==> src/rtl/alu_pkg.sv <==
// Shared definitions for the multi-cycle ALU: operation encodings, FSM
// state encoding and the bit positions of the packed flag vector.
package alu_pkg;

  typedef enum logic [3:0] {
    OP_ADD  = 4'b0000,
    OP_SLL  = 4'b0001,
    OP_SUB  = 4'b0010,
    OP_SLT  = 4'b0011,
    OP_XOR  = 4'b0100,
    OP_SRL  = 4'b0101,
    OP_OR   = 4'b0110,
    OP_AND  = 4'b0111,
    OP_SLTU = 4'b1000,
    OP_MUL  = 4'b1010,
    OP_SRA  = 4'b1101
  } alu_op_e;

  typedef enum logic {
    ST_IDLE = 1'b0,
    ST_MUL  = 1'b1
  } alu_state_e;

  // Bit positions inside the packed flag vector.
  localparam int FLAG_V = 0;
  localparam int FLAG_C = 1;
  localparam int FLAG_S = 2;
  localparam int FLAG_Z = 3;
  localparam int NFLAGS = 4;

  // A zero result is what reset presents, so only ZF is set.
  localparam logic [NFLAGS-1:0] FLAGS_RESET = 4'b1000;

endpackage

==> src/rtl/alu_mul_iter.sv <==
// Iterative shift-and-add multiplier, one multiplier bit per cycle.
// Bit 0 is folded in when the operands are captured on start, the remaining
// WIDTH-1 bits follow one per clock; done is high for exactly one cycle once
// all WIDTH bits have been consumed. Only the low WIDTH product bits are kept.
module alu_mul_iter #(
  parameter int WIDTH = 32
) (
  input  logic             clk,
  input  logic             rst_n,
  input  logic             start,
  input  logic [WIDTH-1:0] op_a,
  input  logic [WIDTH-1:0] op_b,
  output logic             done,
  output logic [WIDTH-1:0] product
);

  localparam int CW = $clog2(WIDTH) + 1;
  localparam logic [CW-1:0] LAST = CW'(WIDTH);

  logic             r_run;
  logic [CW-1:0]    r_cnt;
  logic [WIDTH-1:0] r_mcand;
  logic [WIDTH-1:0] r_mplier;
  logic [WIDTH-1:0] r_acc;

  // Capture operands on start, then add one shifted partial product per cycle.
  always_ff @(posedge clk or negedge rst_n) begin
    if (!rst_n) begin
      r_run    <= 1'b0;
      r_cnt    <= '0;
      r_mcand  <= '0;
      r_mplier <= '0;
      r_acc    <= '0;
    end else if (start) begin
      // NOTE: non-blocking assignments here so every register samples the
      // pre-edge values; blocking would chain the shifts within one edge.
      r_run    <= 1'b1;
      r_cnt    <= CW'(1);
      r_mcand  <= {op_a[WIDTH-2:0], 1'b0};
      r_mplier <= {1'b0, op_b[WIDTH-1:1]};
      r_acc    <= op_b[0] ? op_a : '0;
    end else if (r_run) begin
      if (r_cnt == LAST) begin
        r_run <= 1'b0;
      end else begin
        if (r_mplier[0]) begin
          r_acc <= r_acc + r_mcand;
        end
        r_mcand  <= {r_mcand[WIDTH-2:0], 1'b0};
        r_mplier <= {1'b0, r_mplier[WIDTH-1:1]};
        r_cnt    <= r_cnt + CW'(1);
      end
    end
  end

  assign done    = r_run && (r_cnt == LAST);
  assign product = r_acc;

endmodule

==> src/rtl/alu_multicycle.sv <==
// Multi-cycle ALU with valid/ready handshakes on both sides. Single-cycle
// operations register their result on acceptance; MUL is handed to the
// iterative multiplier and the result is registered when it finishes.
module alu_multicycle
  import alu_pkg::*;
#(
  parameter int WIDTH = 32,
  parameter int SHW   = $clog2(WIDTH)
) (
  input  logic             clk,
  input  logic             rst_n,
  input  logic             InValid,
  output logic             InReady,
  input  logic [WIDTH-1:0] SrcA,
  input  logic [WIDTH-1:0] SrcB,
  input  logic [3:0]       ALUControl,
  output logic             OutValid,
  input  logic             OutReady,
  output logic [WIDTH-1:0] ALUResult,
  output logic             ZF,
  output logic             SF,
  output logic             CF,
  output logic             VF,
  output logic             Busy
);

  alu_state_e        r_state;
  alu_state_e        w_state_next;
  logic              r_out_valid;
  logic [WIDTH-1:0]  r_result;
  logic [NFLAGS-1:0] r_flags;

  logic              w_in_ready;
  logic              w_mul_start;
  logic              w_load_alu;
  logic              w_load_mul;
  logic              w_out_valid_next;
  logic              w_mul_done;
  logic [WIDTH-1:0]  w_mul_product;

  logic              w_is_sub;
  logic [WIDTH-1:0]  w_b_op;
  logic [WIDTH:0]    w_sum;
  logic [SHW-1:0]    w_shamt;
  logic [WIDTH-1:0]  w_alu_res;
  logic              w_alu_c;
  logic              w_alu_v;

  function automatic logic [NFLAGS-1:0] make_flags(input logic [WIDTH-1:0] res,
                                                   input logic c, input logic v);
    logic [NFLAGS-1:0] f;
    f         = '0;
    f[FLAG_Z] = (res == '0);
    f[FLAG_S] = res[WIDTH-1];
    f[FLAG_C] = c;
    f[FLAG_V] = v;
    return f;
  endfunction

  // SUB shares the adder as A + ~B + 1, so CF=1 means no borrow.
  assign w_is_sub = (ALUControl == OP_SUB);
  assign w_b_op   = w_is_sub ? ~SrcB : SrcB;
  assign w_sum    = {1'b0, SrcA} + {1'b0, w_b_op} + {{WIDTH{1'b0}}, w_is_sub};
  assign w_shamt  = SrcB[SHW-1:0];

  // Single-cycle datapath; carry and overflow are meaningful only for ADD/SUB.
  always_comb begin
    // NOTE: every output gets a default before the case so that no path
    // leaves a value unassigned, which would infer a latch.
    w_alu_res = '0;
    w_alu_c   = 1'b0;
    w_alu_v   = 1'b0;
    case (ALUControl)
      OP_ADD, OP_SUB: begin
        w_alu_res = w_sum[WIDTH-1:0];
        w_alu_c   = w_sum[WIDTH];
        w_alu_v   = (SrcA[WIDTH-1] == w_b_op[WIDTH-1]) &&
                    (w_sum[WIDTH-1] != SrcA[WIDTH-1]);
      end
      OP_SLL:  w_alu_res = SrcA << w_shamt;
      OP_SRL:  w_alu_res = SrcA >> w_shamt;
      OP_SRA:  w_alu_res = $signed(SrcA) >>> w_shamt;
      OP_SLT:  w_alu_res = {{(WIDTH-1){1'b0}}, ($signed(SrcA) < $signed(SrcB))};
      OP_SLTU: w_alu_res = {{(WIDTH-1){1'b0}}, (SrcA < SrcB)};
      OP_XOR:  w_alu_res = SrcA ^ SrcB;
      OP_OR:   w_alu_res = SrcA | SrcB;
      OP_AND:  w_alu_res = SrcA & SrcB;
      default: w_alu_res = '0;
    endcase
  end

  // Next-state and handshake decode: accept only when idle with a free output slot.
  always_comb begin
    w_state_next     = r_state;
    w_in_ready       = (r_state == ST_IDLE) && (!r_out_valid || OutReady);
    w_mul_start      = 1'b0;
    w_load_alu       = 1'b0;
    w_load_mul       = 1'b0;
    w_out_valid_next = r_out_valid && !OutReady;
    case (r_state)
      ST_IDLE: begin
        if (InValid && w_in_ready) begin
          if (ALUControl == OP_MUL) begin
            w_mul_start  = 1'b1;
            w_state_next = ST_MUL;
          end else begin
            w_load_alu       = 1'b1;
            w_out_valid_next = 1'b1;
          end
        end
      end
      ST_MUL: begin
        if (w_mul_done) begin
          w_load_mul       = 1'b1;
          w_out_valid_next = 1'b1;
          w_state_next     = ST_IDLE;
        end
      end
      default: w_state_next = ST_IDLE;
    endcase
  end

  // State register plus result/flag registers, which hold while not loading.
  always_ff @(posedge clk or negedge rst_n) begin
    if (!rst_n) begin
      r_state     <= ST_IDLE;
      r_out_valid <= 1'b0;
      r_result    <= '0;
      r_flags     <= FLAGS_RESET;
    end else begin
      r_state     <= w_state_next;
      r_out_valid <= w_out_valid_next;
      if (w_load_alu) begin
        r_result <= w_alu_res;
        r_flags  <= make_flags(w_alu_res, w_alu_c, w_alu_v);
      end else if (w_load_mul) begin
        r_result <= w_mul_product;
        r_flags  <= make_flags(w_mul_product, 1'b0, 1'b0);
      end
    end
  end

  alu_mul_iter #(.WIDTH(WIDTH)) u_mul (
    .clk     (clk),
    .rst_n   (rst_n),
    .start   (w_mul_start),
    .op_a    (SrcA),
    .op_b    (SrcB),
    .done    (w_mul_done),
    .product (w_mul_product)
  );

  assign InReady   = w_in_ready;
  assign OutValid  = r_out_valid;
  assign ALUResult = r_result;
  assign ZF        = r_flags[FLAG_Z];
  assign SF        = r_flags[FLAG_S];
  assign CF        = r_flags[FLAG_C];
  assign VF        = r_flags[FLAG_V];
  assign Busy      = (r_state == ST_MUL);

endmodule
==> config.mk <==
export PLATFORM = sky130hd
export DESIGN_NAME = alu_multicycle
export DESIGN_NICKNAME = d
export VERILOG_FILES = /design/src/rtl/alu_pkg.sv /design/src/rtl/alu_mul_iter.sv /design/src/rtl/alu_multicycle.sv
export SDC_FILE = /design/constraint.sdc
export NUM_CORES = 1
export LEC_CHECK = 0
export CAP_MARGIN = 20
export CORE_MARGIN = 2
export CORE_UTILIZATION = 50
export CTS_BUF_LIST = sky130_fd_sc_hd__clkbuf_8 sky130_fd_sc_hd__clkbuf_16
export DETAILED_ROUTE_END_ITERATION = 10
export HOLD_SLACK_MARGIN = 0.05
export PLACE_DENSITY = 0.69
export SLEW_MARGIN = 5
export SYNTH_ARGS = -nofsm -noshare
export SYNTH_HDL_FRONTEND = slang
export SYNTH_SLANG_ARGS = --single-unit
==> constraint.sdc <==
create_clock -name clk -period 3.5 [get_ports clk]
set_input_delay 1.05 -clock clk [delete_from_list [all_inputs] [get_ports clk]]
set_output_delay 1.05 -clock clk [all_outputs]
set_load 0.005 [all_outputs]
==> impl_metrics.toml <==
[pwr]
power_per_cell_area_nw_per_um2 = 405
p_leak_nw = 11.5
worst_ir_drop_vdd_mv = 0.497
total_power_mw = 9.94

[logic_synthesis]
synthDominantCellAreaShare = 0.204
post_synth_num_cell_types = 86
edff_count_synth = 0
yosysWarningCount = 0
post_synth.cell_area_avg_um2 = 7.71
synth_area_leader_cell = "dfrtp_1"
synth.net_count = 2415
seq_area_frac_synth = 0.205
ys_ff_latch = 138
netlist_instances = 2181
postSynth.asyncResetShare = 1.00
synth_top_flop_cell = "dfrtp_1"
yosys-top-cells-area = "dfrtp_1 20%, ha_1 12%, nand2_1 6.4%"
post_synth_instance_area_um2 = 16800

[detailed_routing]
route.vias.total = 20945
routed_via_density = 6.42
drc = 0
detail-route-antenna-nets = 0
detailedRoute.firstIterationViolations = 2846
wl_mm = 81.6
detail_route.first_pass.iterations = 7
post_drt_wl_per_cell_um = 25.0

[timing]
fin_tns_setup_ns = -8.52
unrepaired_setup_endpoints_after_global_routing = "true"
timing.final.ws_setup_ns = -1.02
setup_viol = 24
timing_hold_violations_final = 0
period_minus_slack_ns = 4.52
maxSlewViolCount = 0
worst-slew-pin-transition_ns = 0.974
finalClockSkew_ns = 0.0144
fmax_mhz = 221
timing.slew.headroom = 0.342
finalCritPeriodShare = 1.29

[place]
place_congestion = 1.11
dp_hpwl_mm = 63.5
post_dp_cell_area_um2 = 22800
place.detailed.instances = 3193
port_buffers = 110

[setup_path]
startpoint_types = "input pin"
top_fanout_value_on_the_critical_path = 7
timing.critical_path.cells = "buf_6 -> nor4b_4 -> buf_6 -> buf_6 -> xnor2_4 -> ha_4 -> a21o_1 -> a31o_1 -> o32a_1 -> a221o_1 -> a41oi_2 -> buf_4 -> buf_6 -> xor2_2 -> o21ai_2 -> nor3_1 -> nand4_1 -> nor4_4 -> buf_4 -> a41o_1"
worst_path_dominant_cell_family = "compound AO/OA/AOI/OAI gates"
cp_data_arrival_time_ns = 4.92
maximum_cell_stage_delay_along_the_critical_path_ns = 0.39
endpoint_kind = "register"
bufs_and_invs_on_worst_path = 6
setup_crit_path_kind = "input pin to register"
cp.required_ns = 3.90
slowest_stage = "a221o_1"
critical_path.most_common_cell = "buf_6"

[cts]
htreeDepth = 4
cts_buffer_depth = 2
clock_tree_from_tritoncts = "yes"
numClockSinks = 138
cts-root-buf = "clkbuf_16"
postCtsHoldBufs = 0
worst_skew_pair.late_latency_ns = 0.45
cts_buffers = 17
clk_pin_slew_ns = 0.07

[floorplan]
design.die.area_um2 = 35100
core_region_area_um2 = 33300
chipWidth_um = 187
floorplan.initialDensity = 0.505
placement_rows = 67
io-pin-count = 111
die-height_um = 187

[cells_and_area]
post_route_cells_drive_above_1_share = 0.324
postLayoutCoreUtil = 0.737
finalInstanceArea_um2 = 24500
layout_common_cells = "613 x buf_4, 280 x nand2_1, 192 x nor2_1"
num-nets-final = 3034
area_delta_synth_final_pct = 45.9
fillCellCount = 2488
layoutNonFillerInstCount = 3262
layout.cells.most_common = "buf_4"

[global_route]
globalRouteTotalUtil = 0.454
grt_pass1_wl_mm = 121
grt_overflow = 0
antenna_found_initial = 1
first_global_vias = 19949
grt_start_max_net_pins = 72

[hold_path]
hold_path_class = "register to register"

[job]
maxCapViolations = 0

[run_status]
violations = "negative setup slack"
result_of_the_run = "finished, violations left"
[power breakdown]
part,total (mW),internal (mW),leakage [nW],switching (mW)
Sequential,2.36,1.98,1.66,0.373
Clock,1.82,1.04,0.279,0.782
Combinational,5.76,2.68,9.56,3.08
[sequential cells by signal, summed over array words and instances, names as in the netlist]
signal / cells
u_mul.product: 32
ALUResult: 31
u_mul.r_mcand: 31
u_mul.r_mplier: 31
u_mul.r_cnt: 6
r_flags: 4
Busy: 1
OutValid: 1
u_mul.r_run: 1
[cell usage after synthesis (7+ instances only)]
master and instances:
mux4_2 36, o221ai_1 9, nand3_1 59, o22ai_1 19, nor4_1 23, a221o_1 8
o21ai_0 128, o21a_1 12, dfrtp_1 137, nand2b_1 22, a31oi_1 73, ha_1 160
o21bai_1 12, buf_1 17, inv_1 105, nor3_1 27, a2bb2oi_1 7, clkbuf_1 118
nand2_1 288, a21oi_1 161, a21o_1 30, mux2i_1 84, nor2_1 199, a221oi_1 7
nor2b_1 16, or2_2 7, buf_6 8, and3_1 9, o21ai_1 10, buf_2 28
mux2_2 22, a22oi_1 65, o211ai_1 20, xnor2_1 52, a211oi_1 28, xor2_1 23
nand4_1 18
[timing repair]
action,in CTS,in global routing
endpoints found under the setup margin,36,35
cloned,0,0
gates resized for setup,105,98
pin swaps,58,61
buffers inserted,27,23
[final cells by class]
type	instances	area, µm²	share of cell area
sequential	138	3450	0.141
tap	448	561	0.0229
timing repair buffer	775	6470	0.264
multi-input combinational	1759	13000	0.532
clock buffer	20	467	0.0190
inverter	109	414	0.0169
clock inverter	12	115	0.00469
antenna	1	2.50	0.000102
[worst reg2reg max path, delay by kind of cell (launching register included)]
family          cells  cell delay [ns]
compound gates      6             1.13
xor+xnor            1             0.16
mux                 1             0.15
buf+inv             2             0.36
simple gates        2             0.66
flops               1             0.42
fa+ha+maj           1             0.30
[per-layer routing]
layer / global-route usage / up-vias / part of all wire
met1: 0.599 / 10004 / 0.39
met4: 0.253 / 0 / 0.065
met5: 0 / - / 0
li1: - / 9191 / -
met2: 0.692 / 1473 / 0.43
met3: 0.0961 / 277 / 0.11
[cell families after synthesis]
family	count (synthesis)	synth area share
mux	145	0.116
simple gates	701	0.185
fa+ha+maj	162	0.121
xor+xnor	75	0.0391
buf+inv	284	0.0700
flops	138	0.205
compound gates	676	0.263
[through the flow]
step           setup slack [ns]  hold slack, ns
2_1_floorplan            -0.963           0.466
3_3_place_gp              -1.83           0.482
3_5_place_dp              -1.84           0.489
4_1_cts                  -0.925           0.503
5_1_grt                   -1.08           0.522
6_report                  -1.02           0.501
[final timing paths]
check | from | endpoint | slack (ns) | cells after the start
worst max-delay path | ALUControl[3] | r_flags[3] | -1.02 | 20
worst min-delay path | u_mul.r_mplier[30] | u_mul.r_mplier[30] | 0.50 | 1
worst max register to register | u_mul.r_mcand[5] | u_mul.product[30] | 0.19 | 13
worst min register to register | u_mul.r_mplier[30] | u_mul.r_mplier[30] | 0.50 | 1
max in group asynchronous | rst_n | u_mul.r_mplier[6] | 2.13 | 2
min in group asynchronous | rst_n | u_mul.r_cnt[1] | 0.60 | 1
(Power assumes the default switching activity.)
